[config.mk]
export PLATFORM = sky130hd
export DESIGN_NAME = hazard_ctrl
export DESIGN_NICKNAME = d
export VERILOG_FILES = /design/src/rtl/hazard_ctrl.sv
export SDC_FILE = /design/constraint.sdc
export NUM_CORES = 1
export LEC_CHECK = 0
export ABC_AREA = 1
export CORE_UTILIZATION = 49
export CTS_BUF_LIST = sky130_fd_sc_hd__clkbuf_8
export DETAILED_ROUTE_END_ITERATION = 8
export PLACE_DENSITY_LB_ADDON = 0.2
export SYNTH_ARGS = -nofsm -noshare
export SYNTH_HDL_FRONTEND = slang
export SYNTH_SLANG_ARGS = --single-unit
[constraint.sdc]
create_clock -name clk -period 1.7 [get_ports clk]
set_clock_uncertainty 0.05 [all_clocks]
set_input_delay 0.34 -clock clk [delete_from_list [all_inputs] [get_ports clk]]
set_output_delay 0.34 -clock clk [all_outputs]
set_load 0.005 [all_outputs]
[src/rtl/hazard_ctrl.sv]
// hazard_ctrl: stall/flush/forward control for the 5-stage RV32I pipeline.
// Tracks in-flight destinations, sequences SYSTEM halt, counts stall cycles.
module hazard_ctrl #(
    parameter int DRAIN_CYCLES = 3,
    parameter int CNT_W        = 32
) (
    input  logic             clk,
    input  logic             rst_n,
    input  logic             id_valid,
    input  logic [4:0]       id_rs1,
    input  logic [4:0]       id_rs2,
    input  logic             id_uses_rs1,
    input  logic             id_uses_rs2,
    input  logic [4:0]       id_rd,
    input  logic             id_regwen,
    input  logic             id_is_load,
    input  logic             id_is_system,
    input  logic             ex_redirect,
    input  logic             mem_req,
    input  logic             mem_ready,
    output logic             pc_en,
    output logic             if_id_en,
    output logic             id_ex_en,
    output logic             ex_mem_en,
    output logic             mem_wb_en,
    output logic             if_id_flush,
    output logic             id_ex_bubble,
    output logic [1:0]       fwd_a,
    output logic [1:0]       fwd_b,
    output logic             halted,
    output logic [CNT_W-1:0] stall_cycles
);

    localparam int DW = (DRAIN_CYCLES < 2) ? 1 : $clog2(DRAIN_CYCLES + 1);

    typedef enum logic [1:0] {
        RUN,
        DRAIN,
        HALTED
    } state_t;

    state_t        state_q, state_d;
    logic [DW-1:0] drain_q, drain_d;

    logic [4:0] ex_rd, mem_rd;
    logic       ex_wr, ex_ld, mem_wr;

    logic freeze, ex_eff, mem_eff, load_use;
    logic [4:0] en;

    assign freeze  = mem_req & ~mem_ready;
    assign ex_eff  = ex_wr & (ex_rd != 5'd0);
    assign mem_eff = mem_wr & (mem_rd != 5'd0);

    assign load_use = id_valid & ex_ld & ex_eff &
                      ((id_uses_rs1 & (id_rs1 == ex_rd)) |
                       (id_uses_rs2 & (id_rs2 == ex_rd)));

    assign {pc_en, if_id_en, id_ex_en, ex_mem_en, mem_wb_en} = en;
    assign halted = (state_q == HALTED);

    function automatic logic [1:0] fwd_sel(input logic uses, input logic [4:0] rs);
        logic [1:0] sel;
        sel = 2'b00;
        if (uses && ex_eff && rs == ex_rd)
            sel = 2'b01;
        else if (uses && mem_eff && rs == mem_rd)
            sel = 2'b10;
        return sel;
    endfunction

    always_comb begin
        en           = 5'b00000;
        if_id_flush  = 1'b0;
        id_ex_bubble = 1'b0;
        state_d      = state_q;
        drain_d      = drain_q;
        if (rst_n) begin
            unique case (state_q)
                RUN: begin
                    if (freeze) begin
                        en = 5'b00000;
                    end else if (ex_redirect) begin
                        en           = 5'b11111;
                        if_id_flush  = 1'b1;
                        id_ex_bubble = 1'b1;
                    end else if (load_use) begin
                        en           = 5'b00111;
                        id_ex_bubble = 1'b1;
                    end else if (id_valid && id_is_system) begin
                        en          = 5'b11111;
                        if_id_flush = 1'b1;
                        state_d     = DRAIN;
                        drain_d     = DW'(DRAIN_CYCLES);
                    end else begin
                        en = 5'b11111;
                    end
                end
                DRAIN: begin
                    if (!freeze) begin
                        en           = 5'b00111;
                        id_ex_bubble = 1'b1;
                        // halt lands on the edge that consumes the last drain slot
                        if (drain_q <= DW'(1)) begin
                            state_d = HALTED;
                            drain_d = '0;
                        end else begin
                            drain_d = drain_q - DW'(1);
                        end
                    end
                end
                HALTED: begin
                    en = 5'b00000;
                end
                default: begin
                    state_d = RUN;
                end
            endcase
        end
    end

    always_ff @(posedge clk or negedge rst_n) begin
        if (!rst_n) begin
            state_q      <= RUN;
            drain_q      <= '0;
            ex_rd        <= 5'd0;
            ex_wr        <= 1'b0;
            ex_ld        <= 1'b0;
            mem_rd       <= 5'd0;
            mem_wr       <= 1'b0;
            fwd_a        <= 2'b00;
            fwd_b        <= 2'b00;
            stall_cycles <= '0;
        end else begin
            state_q <= state_d;
            drain_q <= drain_d;
            if (id_ex_en) begin
                if (id_ex_bubble || !id_valid) begin
                    ex_rd <= 5'd0;
                    ex_wr <= 1'b0;
                    ex_ld <= 1'b0;
                end else begin
                    ex_rd <= id_rd;
                    ex_wr <= id_regwen;
                    ex_ld <= id_is_load;
                end
                fwd_a <= id_ex_bubble ? 2'b00 : fwd_sel(id_uses_rs1, id_rs1);
                fwd_b <= id_ex_bubble ? 2'b00 : fwd_sel(id_uses_rs2, id_rs2);
            end
            if (ex_mem_en) begin
                mem_rd <= ex_rd;
                mem_wr <= ex_wr;
            end
            if (!pc_en && state_q != HALTED)
                stall_cycles <= stall_cycles + CNT_W'(1);
        end
    end

endmodule

* After elaboration in Yosys (flattened, before gate mapping) *
Cells that the tools add are included.

word-level totals
  output and inout port bits = 44
  register bits = 53

operators by class
  order comparisons = 1
  equal/unequal tests = 13
  muxes and demuxes = 41
  reduce and logical (&&, ||, !) cells = 19
  $add $sub $neg = 2
  bitwise gates (word level) = 11

operator list
  kind                                                                               number
  2-bit 2-to-1 mux                                                                   18
  32-bit by 1-bit adder with 32-bit output (second input constant)                   1
  5-bit 2-to-1 mux                                                                   5
  5-bit == test                                                                      4
  2-bit != test (second input constant)                                              7
  1-bit 2-to-1 mux                                                                   13
  1-bit logical AND                                                                  10
  5-bit case mux with 2 select lines                                                 1
  5-bit nonzero test                                                                 2
  1-bit AND                                                                          8
  8-bit AND reduction                                                                1
  7-bit AND reduction                                                                1
  2-bit case mux with 3 select lines                                                 1
  2-bit case mux with 2 select lines                                                 1
  3-bit 2-to-1 mux                                                                   1
  2-bit by 1-bit == test with 1-bit output (second input constant)                   1
  2-bit == test (second input constant)                                              1
  2-bit by 1-bit less-or-equal comparator with 1-bit output (second input constant)  1
  1-bit logical NOT                                                                  2
  2-bit logical NOT                                                                  1
  1-bit NOT                                                                          2
  1-bit case mux with 2 select lines                                                 1
  2-bit nonzero test                                                                 1
  2-bit by 1-bit subtractor with 2-bit output (second input constant)                1
  2 further kinds                                                                    2

* Logic depth before layout (Yosys ltp) *
  word-level depth = 11
  depth in mapped cells = 12
  gate-level depth less buffers = 11

* Least setup slack after synthesis *
No wires, ideal clock.

  kind = reg-to-output
  start = reg ex_rd[0]
  end = out pc_en
  path slack = -0.010 ns
  data arrival time = 1.320 ns
  stages on the path, launching flop included = 11
  cells stage by stage = dfrtp_1 nand2_1 nand2_1 nor2_1 nand3_1 nand2_2 nand3_2 nand2_4 buf_4 inv_1 buf_4

on the way
  word-level cells in the longest chain between the ends = 9
  elaborated cells between the ends (all ways) = 14
  those cells by class = eq/ne (2); mux (5); bitwise (6); reduce/logical (1)

RTL lines
  what                                           RTL line    text
  start: declaration                             45          logic [4:0] ex_rd, mem_rd;
  start signal: assignment                       143         ex_rd <= id_rd;
  5-bit == test, or another cell as far along    56          ((id_uses_rs1 & (id_rs1 == ex_rd)) |
  1-bit AND (on tied branches)                   56, 52, 57
  1-bit bitwise OR or 1-bit AND (tied branches)  56, 55
  1-bit AND (*)                                  55          assign load_use = id_valid & ex_ld & ex_eff &
  5-bit 2-to-1 mux (*)                           87          end else if (load_use) begin
  5-bit 2-to-1 mux (*)                           83          end else if (ex_redirect) begin
  5-bit 2-to-1 mux (*)                           81          if (freeze) begin
  5-bit case mux with 2 select lines (*)         79          unique case (state_q)
  5-bit 2-to-1 mux (*)                           78          if (rst_n) begin
  end: declaration                               21          output logic pc_en,

Mark *: on every way between the ends. The rest lies on a longest branch, timed or not.

* Final worst setup path *
  start = reg ex_rd[4]
  end = out pc_en

Same word-level chain as after synthesis.

==> impl_metrics.json <==
{
  "synth.top_cell.area_share": 0.368,
  "syn-cell-area_um2": 3600,
  "chipHeight_um": 87.8,
  "portBuffers": 69,
  "gp_congestion": 0.921,
  "grt_pass1_wl_um": 16500,
  "hold_class": "primary input to async pin",
  "slew_violations": 0,
  "cts_root_buffer": "clkbuf_8",
  "drive_above_1_share": 0.206,
  "setup_viol_count_final": 37,
  "nets": 696,
  "grt_start_max_net_pins": 54,
  "synthTopCellsByArea": "dfrtp_1 (37%), nand2_1 (24%), nand3_1 (7.5%)",
  "syn_inst": 548,
  "clock.fmax_mhz": 477,
  "slew_headroom": 0.548,
  "clk-insertion-delay-late_ns": 0.31,
  "fin_ws_ns": -0.395,
  "crit_chain": "buf_4, nand2_1, nand2_1, nor2_1, nand3_1, nand2_2, buf_6, nand3_4, nand2_4, inv_2, buf_2",
  "post-route-util": 0.722,
  "total_power_uw": 4730,
  "p_sw_uw": 1890,
  "pwr-share-clk": 0.151,
  "grt_overflow": 0,
  "place_area_um2": 4570,
  "final_area_um2": 5020,
  "dp_cells": 730,
  "crit_top_cell": "nand2_1",
  "nFillCells": 548,
  "crit_slowest_cell": "dfrtp_1",
  "cts.clk_slew.worst_paths_ns": 0.09,
  "ys_seq_elements": 53,
  "outcome": "finished, violations left",
  "cellInternalPower_uw": 2840,
  "ctsLongestPathBuffers": 2,
  "cp_data_required_time_ns": 1.31,
  "num_vias": 3946,
  "power_leakage_uw": 0.00259,
  "seq_power_share": 0.355,
  "clock_sinks": 53,
  "powerDensity_nw_per_um2": 942,
  "switching_share": 0.400,
  "route.met2.wl_um": 4690,
  "path_buf_inv": 4,
  "layout_min_cycle_time_ns": 2.09,
  "ant_nets": 0,
  "ys_warn_count": 0,
  "final_common_cell": "nand2_1",
  "io-pin-count": 70,
  "core_area_um2": 6940,
  "most-common-layout-cells": "nand2_1 (225), nor2_1 (57), buf_4 (50)",
  "rows": 30,
  "h-tree-depth": 2,
  "grt_pass1_vias": 3576,
  "synth_cell_types": 31,
  "syn-mean-instance-area_um2": 6.58,
  "path_class": "register to output pin",
  "p_comb_frac": 0.494,
  "cap_violations": 0,
  "arrival_ns": 1.70,
  "post-place-ws_ns": -0.808,
  "wl_per_cell_um": 13.5,
  "die_area_um2": 7700,
  "met3_length_um": 764,
  "path_max_fanout": 4,
  "hpwl_um": 7150,
  "antenna_cells": 0,
  "final.period_utilization": 1.23,
  "drtPass1Iterations": 5,
  "synth_nets": 575,
  "start_kind": "register",
  "globalRouteTotalUtil": 0.273,
  "die_x_um": 87.8,
  "top_layer": "met4",
  "m1WireLength_um": 4740,
  "final_cells": 766,
  "violations": "negative setup slack",
  "viasPerCell": 5.15,
  "synth_area_leader_cell": "dfrtp_1",
  "start_util": 0.519,
  "synth_sequential_area_ratio": 0.368,
  "cpLargestDelayFamily": "simple AND/OR/NAND/NOR gates",
  "ir_drop_mv": 0.574,
  "totalWireLength_um": 10300,
  "tightest_slew_ns": 0.677,
  "rsz0062_at_grt": "yes",
  "dr.first_iter.drc_count": 303,
  "antenna_found_initial": 0,
  "layout-area-overhead-vs-synth_pct": 39.2,
  "cts_tree": "built",
  "cts_buffers": 5,
  "critPathCaptureType": "output pin",
  "drc_errors": 0,
  "finalHoldViolCount": 0,
  "critPathMaxStageDelay_ns": 0.45
}
timing repair:
item | CTS | global route
buffers inserted | 15 | 15
pin swaps | 13 | 9
hold buffers | 0 | 0
gates resized for setup | 67 | 39
gates cloned | 1 | 0
setup endpoints to repair | 62 | 73
area by class of cell:
type / count / area (um^2) / area share
clock buffer: 5 / 68.8 / 0.0137
clock inverter: 3 / 17.5 / 0.00349
inverter: 51 / 194 / 0.0387
multi-input combinational: 426 / 2050 / 0.408
sequential: 53 / 1350 / 0.269
tap: 96 / 120 / 0.0239
timing repair buffer: 132 / 1220 / 0.242
synth_stat cells:
cell / number
xor2_1: 17
nand4_1: 13
buf_4: 6
nand3_4: 1
xnor2_1: 4
inv_2: 5
o22ai_1: 2
nand3_1: 54
nand3b_1: 11
buf_6: 3
inv_1: 45
nand2_2: 2
nand2_4: 2
nand3_2: 1
o21ai_1: 1
dfrtp_1: 53
clkbuf_1: 6
nor2_2: 1
buf_2: 3
nor2_1: 61
o21ai_0: 9
a21oi_1: 1
clkinv_1: 1
nor3_1: 9
and3_1: 1
nand2_1: 228
o2111ai_1: 1
nor2_4: 1
ha_1: 1
nor3_2: 4
and2b_1: 1
worst paths after layout:
kind                          start                to  slack, ns  depth (start not counted)
min in group clk           fwd_a[0]          fwd_a[0]       0.45                          2
max reg2reg                ex_rd[4]  stall_cycles[22]      -0.29                         14
max                        ex_rd[4]             pc_en      -0.39                         11
min reg2reg                fwd_a[0]          fwd_a[0]       0.45                          2
min                           rst_n          fwd_a[0]       0.23                          3
max in group asynchronous     rst_n  stall_cycles[20]       0.88                          3
through the flow:
stage / setup TNS, ns / hold WS (ns)
2_1_floorplan: 0 / -0.00559
5_1_grt: -12.98 / 0.292
3_5_place_dp: -30.84 / 0.419
6_report: -8.75 / 0.233
4_1_cts: -8.17 / 0.260
3_3_place_gp: -28.13 / 0.414
layer usage:
layer | up-vias | track usage
met3 | 14 | 0.0424
li1 | 1962 | -
met1 | 1810 | 0.387
met4 | 0 | 0.0835
met2 | 160 | 0.430
met5 | - | 0
sequential cells by signal, indices dropped and copies added (netlist names):
signal        flops
mem_wr            1
state_q           2
ex_ld             1
drain_q           2
stall_cycles     32
ex_wr             1
ex_rd             5
fwd_b             2
fwd_a             2
mem_rd            5
logic make-up after synthesis:
family,share of synthesized area
flops,0.368
xor+xnor,0.0510
fa+ha+maj,0.00347
simple gates,0.471
buf+inv,0.0854
compound gates,0.0212
worst reg2reg max path, stage by stage (launching register included):
cell and delay (ns):
dfrtp_1 0.45, buf_4 0.16, nand2_1 0.04, nand2_1 0.04, nor2_1 0.08, nand3_1 0.12
nand2_2 0.11, buf_6 0.11, nand3_4 0.07, nand2_4 0.08, buf_4 0.14, nand2_4 0.06
bufbuf_16 0.29, nand2_1 0.06, nand2_1 0.04
power by group through the flow:
| stage | Sequential [uW] | Clock [uW] | Combinational [uW] |
|---|---|---|---|
| 6_report | 1680 | 714 | 2340 |
| 5_1_grt | 1700 | 771 | 2550 |
| 4_1_cts | 1670 | 723 | 2210 |
| 3_5_place_dp | 1710 | 0 | 1910 |
| 3_3_place_gp | 1700 | 0 | 1860 |
| 2_1_floorplan | 1710 | 0 | 1120 |
Note: power is estimated with default switching activity, not from simulation.
